--- config.mk ---
export PLATFORM = sky130hd
export DESIGN_NAME = if_stage
export DESIGN_NICKNAME = d
export VERILOG_FILES = /design/src/rtl/if_stage_pkg.sv /design/src/rtl/if_stage_if_id_reg.sv /design/src/rtl/if_stage.sv
export SDC_FILE = /design/constraint.sdc
export NUM_CORES = 1
export LEC_CHECK = 0
export ABC_AREA = 1
export CELL_PAD_IN_SITES_DETAIL_PLACEMENT = 1
export CELL_PAD_IN_SITES_GLOBAL_PLACEMENT = 1
export CORE_MARGIN = 3
export CORE_UTILIZATION = 27
export CTS_CLUSTER_SIZE = 20
export DETAILED_ROUTE_END_ITERATION = 10
export PLACE_DENSITY = 0.86
export SLEW_MARGIN = 20
export SYNTH_ARGS = -nofsm -noshare
export SYNTH_HDL_FRONTEND = slang
export SYNTH_HIERARCHICAL = 1
export SYNTH_SLANG_ARGS = --single-unit
--- constraint.sdc ---
create_clock -name clk -period 1.6 [get_ports clk]
set_clock_uncertainty 0.15 [all_clocks]
set_input_delay 0.32 -clock clk [delete_from_list [all_inputs] [get_ports clk]]
set_output_delay 0.32 -clock clk [all_outputs]
set_load 0.03 [all_outputs]
--- src/rtl/if_stage_pkg.sv ---
// Shared CPU constants for the fetch stage: jump-select codes, the NOP word,
// default reset/interrupt vectors and the IF/ID payload type.
package if_stage_pkg;

    localparam logic [1:0]  JUMP_NONE = 2'b00;
    localparam logic [1:0]  JUMP_IMM  = 2'b01;
    localparam logic [1:0]  JUMP_REG  = 2'b10;
    localparam logic [1:0]  JUMP_RSVD = 2'b11;

    localparam logic [31:0] NOP_WORD           = 32'h0000_0000;
    localparam logic [31:0] RESET_PC_DEFAULT   = 32'h0000_0000;
    localparam logic [31:0] INT_VECTOR_DEFAULT = 32'h0000_0004;

    typedef struct packed {
        logic [31:0] pc4;
        logic [31:0] instr;
        logic        valid;
    } if_id_t;

    // Sequential fetch address; wraps naturally modulo 2^32.
    function automatic logic [31:0] pc_plus4(input logic [31:0] pc);
        return pc + 32'd4;
    endfunction

endpackage

--- src/rtl/if_stage_if_id_reg.sv ---
// IF/ID pipeline register with load, flush and hold; flush wins over load.
module if_id_reg
    import if_stage_pkg::*;
(
    input  logic        clk,
    input  logic        rst_n,
    input  logic        load,
    input  logic        flush,
    input  logic [31:0] pc4_in,
    input  logic [31:0] instr_in,
    output logic [31:0] pc4_out,
    output logic [31:0] instr_out,
    output logic        valid_out
);

    if_id_t entry_q;
    if_id_t entry_d;

    always_comb begin
        entry_d = entry_q;
        if (flush) begin
            entry_d.pc4   = 32'h0;
            entry_d.instr = NOP_WORD;
            entry_d.valid = 1'b0;
        end else if (load) begin
            entry_d.pc4   = pc4_in;
            entry_d.instr = instr_in;
            entry_d.valid = 1'b1;
        end
    end

    always_ff @(posedge clk or negedge rst_n) begin
        if (!rst_n) begin
            entry_q.pc4   <= 32'h0;
            entry_q.instr <= NOP_WORD;
            entry_q.valid <= 1'b0;
        end else begin
            entry_q <= entry_d;
        end
    end

    assign pc4_out   = entry_q.pc4;
    assign instr_out = entry_q.instr;
    assign valid_out = entry_q.valid;

endmodule

--- src/rtl/if_stage.sv ---
// Instruction fetch stage: PC selection with redirect/interrupt priority,
// sticky interrupt pending flag, EPC capture and the IF/ID register.
module if_stage
    import if_stage_pkg::*;
#(
    parameter logic [31:0] RESET_PC   = RESET_PC_DEFAULT,
    parameter logic [31:0] INT_VECTOR = INT_VECTOR_DEFAULT
) (
    input  logic        clk,
    input  logic        rst_n,
    input  logic        PCWrite,
    input  logic        IF_IDWrite,
    input  logic        branch_taken,
    input  logic [31:0] branch_target,
    input  logic [1:0]  jump_sel,
    input  logic [31:0] jump_target,
    input  logic [31:0] jr_target,
    input  logic        eret,
    input  logic [31:0] epc_in,
    input  logic        int_req,
    input  logic        int_en,
    output logic [31:0] imem_addr,
    input  logic [31:0] imem_data,
    output logic [31:0] IF_ID_PC4,
    output logic [31:0] IF_ID_Instr,
    output logic        IF_ID_Valid,
    output logic        int_ack,
    output logic [31:0] epc_out
);

    logic [31:0] pc_q, pc_d;
    logic        int_pend_q, int_pend_d;
    logic        int_ack_q, int_ack_d;
    logic [31:0] epc_q, epc_d;

    logic        jump_active;
    logic        redirect;
    logic        accept;
    logic        flush;
    logic [31:0] pc4;

    always_comb begin
        pc4         = pc_plus4(pc_q);
        jump_active = !(jump_sel inside {JUMP_NONE, JUMP_RSVD});
        redirect    = eret | jump_active | branch_taken;
        // A redirect in ID or a stalled PC defers the interrupt; int_pend stays set.
        accept      = int_pend_q & int_en & PCWrite & ~redirect;
        flush       = PCWrite & (redirect | accept);

        pc_d = pc_q;
        if (PCWrite) begin
            if (accept) begin
                pc_d = INT_VECTOR;
            end else if (eret) begin
                pc_d = epc_in;
            end else if (jump_sel == JUMP_IMM) begin
                pc_d = jump_target;
            end else if (jump_sel == JUMP_REG) begin
                pc_d = jr_target;
            end else if (branch_taken) begin
                pc_d = branch_target;
            end else begin
                pc_d = pc4;
            end
        end

        int_pend_d = accept ? 1'b0 : (int_pend_q | int_req);
        int_ack_d  = accept;
        epc_d      = accept ? pc_q : epc_q;
    end

    always_ff @(posedge clk or negedge rst_n) begin
        if (!rst_n) begin
            pc_q       <= RESET_PC;
            int_pend_q <= 1'b0;
            int_ack_q  <= 1'b0;
            epc_q      <= 32'h0;
        end else begin
            pc_q       <= pc_d;
            int_pend_q <= int_pend_d;
            int_ack_q  <= int_ack_d;
            epc_q      <= epc_d;
        end
    end

    if_id_reg u_if_id_reg (
        .clk       (clk),
        .rst_n     (rst_n),
        .load      (IF_IDWrite),
        .flush     (flush),
        .pc4_in    (pc4),
        .instr_in  (imem_data),
        .pc4_out   (IF_ID_PC4),
        .instr_out (IF_ID_Instr),
        .valid_out (IF_ID_Valid)
    );

    assign imem_addr = pc_q;
    assign int_ack   = int_ack_q;
    assign epc_out   = epc_q;

endmodule

==> results of run 1 <==
kinds of logic after synthesis:
group	after synthesis	share of synthesized area (%)
buf+inv	108	7.81
fa+ha+maj	3	0.518
compound gates	130	11.6
flops	131	45.2
simple gates	581	33.3
xor+xnor	12	1.55
power groups by stage:
| stage | registers (mW) | logic [mW] | clock network (mW) |
|---|---|---|---|
| 2_1_floorplan | 5.06 | 1.09 | 0 |
| 3_3_place_gp | 4.23 | 4.72 | 0 |
| 3_5_place_dp | 4.24 | 4.83 | 0 |
| 4_1_cts | 4.22 | 5.34 | 4.75 |
| 5_1_grt | 4.36 | 6.19 | 5.02 |
| 6_report | 4.32 | 6.00 | 4.86 |
layout make-up:
type / instances / area, µm²
Antenna cell: 1 / 2.50
Clock buffer: 19 / 443
Clock inverter: 13 / 255
Fill cell: 2884 / 11400
Inverter: 56 / 251
Multi-Input combinational cell: 726 / 4460
Sequential cell: 131 / 3310
Tap cell: 335 / 419
Timing Repair Buffer: 491 / 5670
critical path, delay by kind of cell, from the launching register on:
kind	cells	cell delay, ps
XOR/XNOR	1	180
AO/OA/AOI/OAI	2	490
AND/OR/NAND/NOR	5	680
adder cells (fa/ha/maj)	1	170
flip-flops	1	420
stage by stage:
step	hold slack, ps	cells
floorplan	-126	965
CTS	229	1746
global placement	82.9	1673
finish	215	1772
detailed placement	85.3	1673
global route	242	1772
registers in the layout (all words and copies together), names as in the netlist:
| register | flops |
|---|---|
| imem_addr | 32 |
| int_pend_q | 1 |
| u_if_id_reg/instr_out | 32 |
| epc_out | 32 |
| int_ack | 1 |
| u_if_id_reg/valid_out | 1 |
| u_if_id_reg/pc4_out | 32 |
layout by cell type (no fill, tap or decap), types with 7 or more instances in the layout:
master           count
clkbuf_16           22
o21ai_2             12
buf_16               8
buf_2               31
nor2_4              30
nand2_4             27
clkdlybuf4s15_2     33
nand2_1            293
nor2_2               9
buf_6               81
o221a_2             22
inv_4                7
dfrtp_1            106
bufinv_16            7
a21oi_1             26
o21ai_0             25
dfrtp_2             25
nand3_1             57
buf_12              75
nor2_1              55
inv_2               14
nand3_2             25
inv_1               32
buf_4               90
nand2_2             73
o21ai_1             21
clkdlybuf4s50_1    162
per-layer routing:
| layer | up-vias | global-route usage (%) | wire length, µm |
|---|---|---|---|
| li1 | 4049 | - | - |
| met1 | 4978 | 33.9 | 18200 |
| met2 | 804 | 53.0 | 25000 |
| met3 | 328 | 7.39 | 4630 |
| met4 | 0 | 18.3 | 4910 |
| met5 | - | 0 | 0 |
worst max-delay path by stage:
stage                                  start                   endpoint  depth (start not counted)
finish              imem_addr[3]$_DFFE_PN0P_  imem_addr[10]$_DFFE_PN0P_                          9
global route        imem_addr[3]$_DFFE_PN0P_  imem_addr[10]$_DFFE_PN0P_                          9
CTS                 imem_addr[3]$_DFFE_PN0P_   imem_addr[7]$_DFFE_PN0P_                         11
detailed placement               jump_sel[1]  imem_addr[30]$_DFFE_PN0P_                         12
global placement                 jump_sel[0]  imem_addr[30]$_DFFE_PN0P_                         12
floorplan           imem_addr[3]$_DFFE_PN0P_  imem_addr[26]$_DFFE_PN0P_                         12
what timing repair did:
| action | in CTS | in global routing |
|---|---|---|
| setup buffers | 37 | 32 |
| hold buffers | 1 | 0 |
| pin swaps | 77 | 101 |
| hold endpoints to repair | 95 | 0 |
| gates resized for setup | 434 | 212 |
| gates cloned | 9 | 5 |
| setup endpoints to repair | 220 | 179 |
==> flow_metrics.env, run 1 <==
export IMPL_status="complete, but fails checks"
export IMPL_violations="setup timing"
export IMPL_ys_warn_count=6
export IMPL_ios=300
export IMPL_power_mw=15.2
export IMPL_vias_per_cell=5.73
export IMPL_path_cells="ha_4 > nand2_4 > nor2_4 > nand2_4 > xnor2_2 > o21ai_2 > nand2_1 > o211ai_1 > nand2_1"
export IMPL_synth_area_per_cell_um2=7.51
export IMPL_antenna_found_initial=1
export IMPL_netlist_area_um2=7250
export IMPL_drive_gt1_share_pct=44.5
export IMPL_final_area_um2=14800
export IMPL_postRouteAntennaNets=0
export IMPL_reg2reg_to="imem_addr[10]$_DFFE_PN0P_"
export IMPL_clock_sinks=131
export IMPL_gr_total_overflow=0
export IMPL_synth_top_cell_area_share_pct=45.2
export IMPL_crit_path_end_kind="register"
export IMPL_leakage_nw=7.00
export IMPL_totalWireLength_um=52700
export IMPL_post_route_min_period_ps=2230
export IMPL_rsz0062_at_grt="yes"
export IMPL_clockBufferDepth=2
export IMPL_synth_area_leader_cell="dfrtp_1"
export IMPL_finalHoldViolations=0
export IMPL_intPower_mw=9.62
export IMPL_synth_ff_type="dfrtp_1"
export IMPL_synth_common_cells="nand2_1, dfrtp_1, nand3_1"
export IMPL_yosysMostFrequentCell="nand2_1"
export IMPL_first_global_vias=10614
export IMPL_vdd_drop_max_mv=0.576
export IMPL_cp_max_fo=4
export IMPL_core_um2=26200
export IMPL_grt_pass1_wl_um=66100
export IMPL_synthesis_nets=1138
export IMPL_clk_latency_ps=440
export IMPL_synthDistinctLibCells=41
export IMPL_seq_area_frac_synth_pct=45.2
export IMPL_maxCapViolCount=0
export IMPL_start_util_pct=27.6
export IMPL_htree_levels=4
export IMPL_cp_start_kind="register"
export IMPL_port_buffers=299
export IMPL_power_frac_seq_pct=28.5
export IMPL_cp_required_ps=1750
export IMPL_root_buffer="clkbuf_16"
export IMPL_synth_edff_count=0
export IMPL_die_h_um=170
export IMPL_switching_share_pct=36.7
export IMPL_detailed_place_area_um2=12100
export IMPL_hold_path_class="input pin to async pin"
export IMPL_syn_instance_count=965
export IMPL_cts_buffers=17
export IMPL_relSlewSlack_pct=67.3
export IMPL_worst_pin_slew_ps=490
export IMPL_worst_slack_ps=-635
export IMPL_dieArea_um2=28800
export IMPL_power_density_nw_per_um2=1030
export IMPL_grt_total_usage_pct=30.5
export IMPL_p_clk_share_pct=32.0
export IMPL_period_share_pct=140
export IMPL_dr_pass1_iters=7
export IMPL_slowest_stage="dfrtp_2"
export IMPL_post_drt_wl_per_cell_um=29.8
export IMPL_slew_violations=0
export IMPL_worst_r2r_startpoint="imem_addr[3]$_DFFE_PN0P_"
export IMPL_grt_max_degree=46
export IMPL_switchingPower_mw=5.57
export IMPL_crit_arrival_ps=2380
export IMPL_drc=0
export IMPL_ys_ff_latch=131
export IMPL_drt_iter0_markers=1024
export IMPL_max_freq_mhz=447
export IMPL_row_count=59
export IMPL_post_route_util_pct=56.5
export IMPL_reg2regPathDepth=9
export IMPL_async_reset_ff_share_pct=100
export IMPL_setup_viol=128
export IMPL_place_ws_ps=-943
export IMPL_cpPeakStageDelay_ps=420
export IMPL_fin_nets=1596
export IMPL_clkTransAtPathRegs_ps=80
export IMPL_combPwrFrac_pct=39.5
export IMPL_setup_tns_ps=-24680
export IMPL_cts_tree="done"
export IMPL_crit_type="register to register"
export IMPL_fp_dieW_um=170
export IMPL_dp_final_hpwl_um=27800
export IMPL_dr_total_vias=10159
export IMPL_gp_congestion=0.919
export IMPL_area_growth_pct=104
export IMPL_reg2reg_slack_ps=-630
export IMPL_synthTopCellsByArea="dfrtp_1, nand2_1, nand3_1, nor2_1, o21ai_0"
(Power assumes the default switching activity.)
==> run 2, diff against run 1 <==
CAP_MARGIN = 20   (was default)
SLEW_MARGIN = default   (was 20)
==> results of run 2 <==
The final DEF is identical to that of run 1; final timing and power are the same.
==> RTL change, RTL diff (config.mk and constraints of run 2) <==
Make the reset (`rst_n`) synchronous in 2 clocked blocks.
--- a/src/rtl/if_stage_if_id_reg.sv
+++ b/src/rtl/if_stage_if_id_reg.sv
@@ -29,7 +29,7 @@
         end
     end
 
-    always_ff @(posedge clk or negedge rst_n) begin
+    always_ff @(posedge clk) begin
         if (!rst_n) begin
             entry_q.pc4   <= 32'h0;
             entry_q.instr <= NOP_WORD;
--- a/src/rtl/if_stage.sv
+++ b/src/rtl/if_stage.sv
@@ -69,7 +69,7 @@
         epc_d      = accept ? pc_q : epc_q;
     end
 
-    always_ff @(posedge clk or negedge rst_n) begin
+    always_ff @(posedge clk) begin
         if (!rst_n) begin
             pc_q       <= RESET_PC;
             int_pend_q <= 1'b0;
Formal check against the unedited RTL: differs if rst_n is asserted again (counterexample within 4 cycles, from zero or initial values and one cycle with rst_n low); with rst_n held inactive, the same outputs for 4 cycles.
==> RTL change against run 2 <==
The run still ends with negative setup slack left. Sequential cell count unchanged. Area after synthesis down 7.6%. Cell count down 1.7%. Worst setup slack better by 0.27 ns. Synthesized cell count up 4.1%. Routed wire length down 23%. Final area down 9.3%. Critical path type unchanged.
Power is not compared: it rests on default switching activity, and its combinational part moved more than twofold at a synthesized area within 25%.
==> RTL change: results (changes against run 2) <==
** Detailed routing
- The number of vias per cell after detailed routing is 5.15 (-10%).
- Detailed-routing iteration count for the pre-antenna-repair pass :: 5 (-2)
- The violation count after the first detailed-routing iteration came to 589 (-42%).

** Global route
- The wire length of the first global-routing pass was 54.4 mm (-18%).
- The global router's overall resource usage came to 26.7% (-3.8 points).
- Number of global-route vias before repair :: 9271 (-13%)
- The pin count of the biggest net entering global routing is 35 (-24%).

** Status
- Outcome :: complete, but fails checks
- Violated checks :: negative setup slack

** Yosys
- The count of cell types in the netlist came to 39 (-4.9%).
- The area share of xor/xnor cells in the synthesized design was 2.30% (+0.75 points).
- The share of async-settable or async-resettable flops after synthesis came to 0% (-100 points).
- The fraction of the mapped netlist area in compound gates came to 17.3% (+5.7 points).
- The part of the Yosys area used for sequential elements came to 39.2% (-6.1 points).
- Adder and majority gate portion of the synthesized area :: 0.561% (+0.043 points)
- By count the netlist is led by nand2_1 (324), dfxtp_1 (131), nor2_1 (102).
- Syn Nets :: 1178 (+3.5%)
- Leading cell types by total area after synthesis :: dfxtp_1 (39%), nand2_1 (18%), a21oi_1 (7.6%)

** Cells and area
- Layout Nets :: 1584 (-0.75%)
- The number of antenna repair diodes was 0 (-1).
- Count of filler cells inserted in the layout :: 2788 (-3.3%)
- The fraction of layout cells with a size suffix above 1 came to 38.2% (-6.3 points).

** Timing
- The setup violation total in the final timing report is 76 (-41%).
- The max-slew headroom at the worst pin was 75.3% (+7.9 points).
- Final Worst Setup Slack :: -0.366 ns (+0.269 ns)

** Clock network
- Hold Buf Count CTS :: 0 (-1)
- Clock slew at the register clock pins of the worst setup and hold paths :: 0.06 ns (-0.02 ns)

** Critical path
- The depth of the worst register-to-register path was 10 (+1).
- The highest fanout seen on the critical path was 3 (-1).

** Place
- Post-DP HPWL :: 26.3 mm (-5.3%)
[RTL change: area by class of cell]
type | count | area (um^2) | area share (%)
Tap cell | 319 | 399 | 2.97
Multi-Input combinational cell | 746 | 4420 | 32.9
Timing Repair inverter | 1 | 8.76 | 0.0652
Clock inverter | 12 | 133 | 0.988
Inverter | 71 | 292 | 2.17
Sequential cell | 131 | 2690 | 20.0
Clock buffer | 19 | 453 | 3.37
Timing Repair Buffer | 443 | 5030 | 37.5
[RTL change: cell families after synthesis]
kind of cell               Yosys count
AOI/OAI and AO/OA                  219
xor gates and xnor gates            15
buffers and inverters              128
adders and majority gates            3
and+or+nand+nor                    509
DFF                                131
[RTL change: what timing repair did]
action,CTS,global route
buffers inserted,20,14
resized for setup,350,159
pin swaps,67,42
endpoints found under the setup margin,197,155
gates cloned,1,1
[RTL change: metal layers]
metal  share of wire, %  GRT usage, %
met4                4.5          9.46
met3                7.4          6.54
met5              0.032             0
met1                 40          31.4
met2                 48          47.2
[RTL change: path summary, 6_finish.rpt]
check                            start                   endpoint  slack (ns)
max reg2reg              imem_addr[14]    u_if_id_reg/pc4_out[16]       -0.37
min reg2reg  u_if_id_reg/instr_out[28]  u_if_id_reg/instr_out[28]        0.31
max                      imem_addr[14]    u_if_id_reg/pc4_out[16]       -0.37
min                         IF_IDWrite   u_if_id_reg/instr_out[0]        0.24
[RTL change: power groups by stage]
stage               combinational [mW]  clock, mW  sequential (mW)
floorplan                        0.686          0             3.79
global placement                  2.28          0             3.57
detailed placement                2.33          0             3.57
CTS                               2.51       3.96             3.51
global route                      2.83       4.20             3.54
finish                            2.70       3.99             3.53
[RTL change: stage by stage]
stage | std cells | area [um^2] | setup slack, ns | setup TNS (ns)
floorplan | 1005 | 6840 | -0.0463 | -0.0893
global placement | 1688 | 11600 | -0.677 | -81.04
detailed placement | 1688 | 11600 | -0.822 | -91.65
CTS | 1739 | 13100 | -0.171 | -4.94
global route | 1742 | 13400 | -0.426 | -16.15
finish | 1742 | 13400 | -0.366 | -13.09
[RTL change: critical path, cell delays in order, from the launching register on]
cell     delay, ns
dfxtp_2       0.35
buf_6         0.11
nand2_2       0.11
nor2_1        0.22
nand2_2       0.11
nor2_4        0.17
xor2_2        0.27
buf_4         0.18
inv_2         0.03
nand2_1       0.07
a21oi_1       0.07
